## src/rtl/ifu_if.sv

```systemverilog
// ifu_if
//   Bundles the instruction-fetch unit's bus signals. clk and rst_n stay
//   plain ports on the modules that use this interface.
//
//   master : the fetch unit (drives the memory request and the instruction
//            toward the decoder; receives memory responses, decoder ready
//            and execute-stage redirects)
//   slave  : the environment (instruction memory, decoder, execute stage)
//
//   imem_req_valid/ready/addr      read request channel (addr word aligned)
//   imem_rsp_valid/data/err        read response channel
//   inst_valid/ready/inst/pc/fault instruction channel to the decoder
//   redirect_valid/pc              one-cycle redirect pulse from execute
interface ifu_if;
    logic        imem_req_valid;
    logic        imem_req_ready;
    logic [31:0] imem_req_addr;
    logic        imem_rsp_valid;
    logic [31:0] imem_rsp_data;
    logic        imem_rsp_err;
    logic        inst_valid;
    logic        inst_ready;
    logic [31:0] inst;
    logic [31:0] inst_pc;
    logic        inst_fault;
    logic        redirect_valid;
    logic [31:0] redirect_pc;

    modport master (
        output imem_req_valid, imem_req_addr,
        input  imem_req_ready,
        input  imem_rsp_valid, imem_rsp_data, imem_rsp_err,
        output inst_valid, inst, inst_pc, inst_fault,
        input  inst_ready,
        input  redirect_valid, redirect_pc
    );

    modport slave (
        input  imem_req_valid, imem_req_addr,
        output imem_req_ready,
        output imem_rsp_valid, imem_rsp_data, imem_rsp_err,
        input  inst_valid, inst, inst_pc, inst_fault,
        output inst_ready,
        output redirect_valid, redirect_pc
    );
endinterface

```

## src/rtl/ifu.sv

```systemverilog
// ifu - instruction fetch unit
//   Holds the PC and issues one word-aligned read at a time to instruction
//   memory. Each fetched word is presented to the decoder with its PC over a
//   valid/ready handshake. Redirects from execute discard any in-flight fetch
//   and restart at the new target.
//
//   clk    : rising-edge clock
//   rst_n  : asynchronous active-low reset
//   bus    : ifu_if.master (memory request/response, decoder channel,
//            redirect input)
//   RESET_PC : PC of the first fetch after reset
//
//   state | meaning
//   ------+-----------------------------------------------------------
//   IDLE  | after reset, all outputs low; moves to REQ on the next edge
//   REQ   | request visible at req_addr, held until memory accepts it
//   WAIT  | request accepted, waiting for its single response
//   HOLD  | fetched instruction presented to the decoder
//
// All outputs are decoded from state and registers only, so no input has a
// combinational path to any output.
module ifu #(
    parameter logic [31:0] RESET_PC = 32'h8000_0000
) (
    input  logic  clk,
    input  logic  rst_n,
    ifu_if.master bus
);

    typedef enum logic [1:0] {IDLE, REQ, WAIT, HOLD} state_t;

    state_t      state, state_nxt;
    logic [31:0] pc, pc_nxt;
    logic [31:0] req_addr, req_addr_nxt;
    logic        kill, kill_nxt;
    logic        capture;
    logic [31:0] inst_q, inst_pc_q;
    logic        fault_q;
    logic [31:0] redirect_tgt;
    logic        unused_redirect_lsb;

    assign redirect_tgt        = {bus.redirect_pc[31:2], 2'b00};
    assign unused_redirect_lsb = ^bus.redirect_pc[1:0];

    always_ff @(posedge clk or negedge rst_n) begin
        if (!rst_n) begin
            state <= IDLE;
        end else begin
            state <= state_nxt;
        end
    end

    // Next state plus the next PC / kill / request address. req_addr is kept
    // separate from pc because a redirect while the request is visible must
    // not change the address already on the bus.
    always_comb begin
        state_nxt    = state;
        pc_nxt       = pc;
        kill_nxt     = kill;
        req_addr_nxt = req_addr;
        capture      = 1'b0;
        case (state)
            IDLE: begin
                state_nxt    = REQ;
                req_addr_nxt = pc;
            end
            REQ: begin
                if (bus.redirect_valid) begin
                    pc_nxt   = redirect_tgt;
                    kill_nxt = 1'b1;
                end
                if (bus.imem_req_ready) begin
                    state_nxt = WAIT;
                end
            end
            WAIT: begin
                if (bus.imem_rsp_valid) begin
                    if (kill || bus.redirect_valid) begin
                        // Stale response: drop it and refetch at the
                        // newest target.
                        state_nxt    = REQ;
                        kill_nxt     = 1'b0;
                        pc_nxt       = bus.redirect_valid ? redirect_tgt : pc;
                        req_addr_nxt = pc_nxt;
                    end else begin
                        state_nxt = HOLD;
                        capture   = 1'b1;
                    end
                end else if (bus.redirect_valid) begin
                    pc_nxt   = redirect_tgt;
                    kill_nxt = 1'b1;
                end
            end
            HOLD: begin
                // A redirect beats a concurrent decoder handshake.
                if (bus.redirect_valid) begin
                    state_nxt    = REQ;
                    pc_nxt       = redirect_tgt;
                    req_addr_nxt = redirect_tgt;
                end else if (bus.inst_ready) begin
                    state_nxt    = REQ;
                    pc_nxt       = pc + 32'd4;
                    req_addr_nxt = pc + 32'd4;
                end
            end
            default: begin
                state_nxt = IDLE;
            end
        endcase
    end

    always_ff @(posedge clk or negedge rst_n) begin
        if (!rst_n) begin
            pc        <= RESET_PC;
            kill      <= 1'b0;
            req_addr  <= 32'h0;
            inst_q    <= 32'h0;
            inst_pc_q <= 32'h0;
            fault_q   <= 1'b0;
        end else begin
            pc       <= pc_nxt;
            kill     <= kill_nxt;
            req_addr <= req_addr_nxt;
            if (capture) begin
                // A faulting fetch delivers a zero word.
                inst_q    <= bus.imem_rsp_err ? 32'h0 : bus.imem_rsp_data;
                inst_pc_q <= pc;
                fault_q   <= bus.imem_rsp_err;
            end
        end
    end

    always_comb begin
        bus.imem_req_valid = (state == REQ);
        bus.imem_req_addr  = (state == REQ) ? req_addr : 32'h0;
        bus.inst_valid     = (state == HOLD);
        bus.inst           = inst_q;
        bus.inst_pc        = inst_pc_q;
        bus.inst_fault     = fault_q;
    end

endmodule
```

## src/flat_wrapper.sv

```systemverilog
// flat-port wrapper written by rule: the top's interface ports become plain ports
module ifu_flat 
#(
    parameter logic [31:0] RESET_PC = 32'h8000_0000
)
  (clk, rst_n, bus_imem_req_valid, bus_imem_req_addr, bus_imem_req_ready, bus_imem_rsp_valid, bus_imem_rsp_data, bus_imem_rsp_err, bus_inst_valid, bus_inst, bus_inst_pc, bus_inst_fault, bus_inst_ready, bus_redirect_valid, bus_redirect_pc);
  ifu_if bus_i ();
  input  logic clk;
  input  logic rst_n;
  output wire logic [$bits(bus_i.imem_req_valid)-1:0] bus_imem_req_valid;
  output wire logic [$bits(bus_i.imem_req_addr)-1:0] bus_imem_req_addr;
  input wire logic [$bits(bus_i.imem_req_ready)-1:0] bus_imem_req_ready;
  input wire logic [$bits(bus_i.imem_rsp_valid)-1:0] bus_imem_rsp_valid;
  input wire logic [$bits(bus_i.imem_rsp_data)-1:0] bus_imem_rsp_data;
  input wire logic [$bits(bus_i.imem_rsp_err)-1:0] bus_imem_rsp_err;
  output wire logic [$bits(bus_i.inst_valid)-1:0] bus_inst_valid;
  output wire logic [$bits(bus_i.inst)-1:0] bus_inst;
  output wire logic [$bits(bus_i.inst_pc)-1:0] bus_inst_pc;
  output wire logic [$bits(bus_i.inst_fault)-1:0] bus_inst_fault;
  input wire logic [$bits(bus_i.inst_ready)-1:0] bus_inst_ready;
  input wire logic [$bits(bus_i.redirect_valid)-1:0] bus_redirect_valid;
  input wire logic [$bits(bus_i.redirect_pc)-1:0] bus_redirect_pc;
  assign bus_imem_req_valid = bus_i.imem_req_valid;
  assign bus_imem_req_addr = bus_i.imem_req_addr;
  assign bus_i.imem_req_ready = bus_imem_req_ready;
  assign bus_i.imem_rsp_valid = bus_imem_rsp_valid;
  assign bus_i.imem_rsp_data = bus_imem_rsp_data;
  assign bus_i.imem_rsp_err = bus_imem_rsp_err;
  assign bus_inst_valid = bus_i.inst_valid;
  assign bus_inst = bus_i.inst;
  assign bus_inst_pc = bus_i.inst_pc;
  assign bus_inst_fault = bus_i.inst_fault;
  assign bus_i.inst_ready = bus_inst_ready;
  assign bus_i.redirect_valid = bus_redirect_valid;
  assign bus_i.redirect_pc = bus_redirect_pc;
  ifu #(.RESET_PC(RESET_PC)) u_core (.clk(clk), .rst_n(rst_n), .bus(bus_i));
endmodule
```

## config.mk

```make
export PLATFORM = sky130hd
export DESIGN_NAME = ifu_flat
export DESIGN_NICKNAME = d
export VERILOG_FILES = /design/src/rtl/ifu_if.sv /design/src/rtl/ifu.sv /design/src/flat_wrapper.sv
export SDC_FILE = /design/constraint.sdc
export NUM_CORES = 1
export LEC_CHECK = 0
export ABC_CLOCK_PERIOD_IN_PS = 6000
export CORE_MARGIN = 2
export CORE_UTILIZATION = 35
export CTS_CLUSTER_SIZE = 12
export DETAILED_ROUTE_END_ITERATION = 7
export HOLD_SLACK_MARGIN = 0.02
export PLACE_DENSITY_LB_ADDON = 0.1
export SETUP_SLACK_MARGIN = 0.4
export SLEW_MARGIN = 20
export SYNTH_ARGS = -nofsm -noshare
export SYNTH_HDL_FRONTEND = slang
export SYNTH_SLANG_ARGS = --single-unit
```

## constraint.sdc

```tcl
create_clock -name clk -period 6 [get_ports clk]
set_input_delay 0.6 -clock clk [delete_from_list [all_inputs] [get_ports clk]]
set_output_delay 0.6 -clock clk [all_outputs]
set_load 0.01 [all_outputs]
```

==> impl_metrics.tcl <==
set metrics [dict create \
    async_reset_ff_share_pct 100 \
    synth_cells 891 \
    dieWidth_um 151 \
    first_pass_grt_wire_length_mm 37.2 \
    rows 53 \
    viasPerCell 5.44 \
    globalRouteMet3Util_pct 4.19 \
    timing.critical_path.fanout_max 28 \
    crit-reg2reg-launch "u_core.state[0]" \
    groute.usage.overall_pct 21.2 \
    power.leakage_nw 4.17 \
    worst_hold_slack_ps 263 \
    buffer_ports.inserted 167 \
    tns_ps 0 \
    cts_htree_levels 4 \
    most_frequent_standard_cell_in_the_layout_excluding_fill_and_tap_cells "nand2_1" \
    diodes 0 \
    coreArea_um2 21100 \
    outcome "complete, no violations" \
    synth.yosys.seq_area_share_pct 43.7 \
    grt_busiest_layer "met2" \
    post-dp-hpwl_mm 15.8 \
    start_util_pct 35.9 \
    period_share_pct 55.9 \
    finalWorstSetupSlack_ps 2640 \
    detailedRoute.firstPassIterationCount 5 \
    critical-path-slowest-cell "or4_1" \
    clock-skew-final_ps 10.0 \
    cp-startpoint "u_core.state[0]" \
    min_period_ps 3360 \
    globalRouteOverflowTotal 0 \
    cap_violations 0 \
    layout.core_utilization_pct 47.2 \
    cpPeakStageDelay_ps 860 \
    cts_tree "built" \
    crit_path_end_kind "register" \
    slew_viol_final 0 \
    cts_hold_repair.buffers 0 \
    synth_seq_cells 132 \
    worst_path_dominant_cell_family "simple AND/OR/NAND/NOR gates" \
    first_global_vias 6498 \
    worst_ep_arrival_time_ps 3660 \
    use_met1_pct 29.9 \
    cts.sinks 132 \
    route.final.wire_length_mm 24.1 \
    final_layout_size_suffix_gt1_share_pct 7.65 \
    achievable-frequency_ghz 0.298 \
    detail_route.wl_per_cell_um 18.6 \
    cts_setup_buffers 0 \
    grtUsageMet2_pct 32.8 \
    antenna_found_initial 0 \
    num-nets-final 1083 \
    place_ws_ps 2270 \
    timing.critical_path.from_type "register" \
    buffers_plus_inverters_on_the_worst_setup_path 2 \
    vias 7044 \
    critical_path_class "register to register" \
    cts_inserted_buffers 17 \
    grt_start_max_net_pins 102 \
    ant_nets 0 \
    design.portCount 170 \
    clkSlewWorstSetupHoldPaths_ps 60 \
    yosysWarningCount 0 \
    die-area_um2 22800 \
    worst_hold_path_type "input port to async pin" \
    final-setup-viol-count 0 \
    max-vdd-ir-drop_mv 0.286 \
    area_growth_pct 31.7 \
    synth_nets 968 \
    netlist-cell-type-count 72 \
    rsz_0062_raised_after_global_routing "false" \
    path_cells "inv_1 -> ha_1 -> buf_4 -> nor3b_1 -> or4_1 -> nor2_1 -> a221o_1" \
    cts-resized-gates 0 \
    postSynth.topFlopCell "dfrtp_1" \
    clock-root-buffer "clkbuf_16" \
    floorplan.die.height_um 151 \
    post_synth_design_cell_area_um2 7570 \
    gp_routability_congestion 0.808 \
    powerDensity_nw_per_um2 514 \
    synth_edf_count 0 \
    worst-slew-pin-transition_ps 1020 \
    timing.max_slew.rel_slack_pct 32.3 \
    layout_common_cells "185 x nand2_1, 165 x clkdlybuf4s50_1, 131 x dfrtp_1" \
    num-fill-cells 2119 \
    syn-mean-instance-area_um2 8.49 \
    finalHoldViolCount 0 \
    design_power_total_w 0.00512 \
    drt_iter0_markers 460 \
    clock_path_buffers 2 \
    worst-endpoint-required_ps 6300 \
    insertion_delay_ps 430 \
    drt_drc_violations_left 0 \
]
[through the flow]
| step | instances | cell area [um^2] |
|---|---|---|
| global route | 1294 | 9960 |
| CTS | 1294 | 9960 |
| detailed placement | 1262 | 9320 |
| finish | 1294 | 9960 |
| floorplan | 891 | 7570 |
| global placement | 1262 | 9320 |
[cells in the mapped netlist, types with 4 or more instances]
cell type | number | area share, %
nand2_1 | 186 | 9.2
dfrtp_1 | 131 | 43
o21ai_0 | 75 | 5.0
clkbuf_1 | 49 | 2.4
nor2_1 | 48 | 2.4
nand2b_1 | 40 | 3.3
a21oi_1 | 36 | 2.4
and2_1 | 36 | 3.0
nand3_1 | 22 | 1.5
a31oi_1 | 21 | 1.7
nand4_1 | 18 | 1.5
buf_2 | 16 | 1.1
a221oi_1 | 14 | 1.6
mux2i_1 | 14 | 1.9
nor3_1 | 14 | 0.93
buf_4 | 11 | 1.1
inv_1 | 10 | 0.50
o22ai_1 | 9 | 0.74
a21o_1 | 8 | 0.79
mux2_2 | 8 | 1.2
nor2b_1 | 7 | 0.58
a221o_1 | 6 | 0.79
ha_1 | 6 | 0.99
nor4_1 | 6 | 0.50
o211ai_1 | 6 | 0.60
a22oi_1 | 5 | 0.50
o22a_1 | 5 | 0.58
o31ai_1 | 5 | 0.50
or3_1 | 5 | 0.41
and4_1 | 4 | 0.46
o21a_1 | 4 | 0.40
xnor2_1 | 4 | 0.46
[flip-flops by register name, indices dropped and copies added (netlist names)]
signal and cells:
u_core.bus.inst 32, u_core.bus.inst_fault 1, u_core.bus.inst_pc 32, u_core.kill 1, u_core.pc 32, u_core.req_addr 32, u_core.state 2
[area by class of cell]
cell class / instances / area (um^2) / area share [%]
Clock buffer: 20 / 457 / 4.58
Tap cell: 275 / 344 / 3.45
Clock inverter: 12 / 178 / 1.78
Timing Repair Buffer: 179 / 1760 / 17.6
Inverter: 10 / 37.5 / 0.377
Multi-Input combinational cell: 666 / 3880 / 39.0
Sequential cell: 132 / 3300 / 33.2
[power by group]
group	internal [W]	switching, W	leakage [nW]
Sequential	0.00126	0.000402	1.69
Clock	0.000719	0.000419	0.310
Combinational	0.00109	0.00124	2.17
[cell families (layout without fill, tap and decap cells)]
kind of cell	Yosys count	after routing	share of synthesized area [%]
XOR/XNOR	5	5	0.579
AO/OA/AOI/OAI	220	220	18.7
buffers and inverters	93	221	5.57
adder cells (fa/ha/maj)	6	6	0.992
flip-flops	132	132	43.7
AND/OR/NAND/NOR	412	412	27.3
multiplexers	23	23	3.19
[worst reg2reg max path, cell delays in order, from the launching register on]
cell	delay, ps
dfrtp_1	420
inv_1	120
ha_1	180
buf_4	330
nor3b_1	730
or4_1	860
nor2_1	250
a221o_1	350
[metal layers]
| metal | vias to the layer above | part of all wire (%) | wire (um) |
|---|---|---|---|
| met3 | 25 | 7.2 | 1740 |
| met2 | 273 | 44 | 10600 |
| met5 | - | 0 | 0 |
| met1 | 3368 | 47 | 11300 |
| met4 | 0 | 1.6 | 393 |
| li1 | 3378 | - | - |
[path summary, 6_finish.rpt]
kind	endpoint	slack, ps	cells after the start
worst max-delay path	u_core.req_addr[16]	2640	7
worst min-delay path	u_core.bus.inst[9]	260	1
worst max register to register	u_core.req_addr[16]	2640	7
worst min register to register	u_core.bus.inst_pc[31]	470	2
max in group asynchronous	u_core.pc[19]	4670	2
min in group clk	u_core.bus.inst_pc[31]	470	2
No activity file was read; power rests on OpenSTA's default activity.
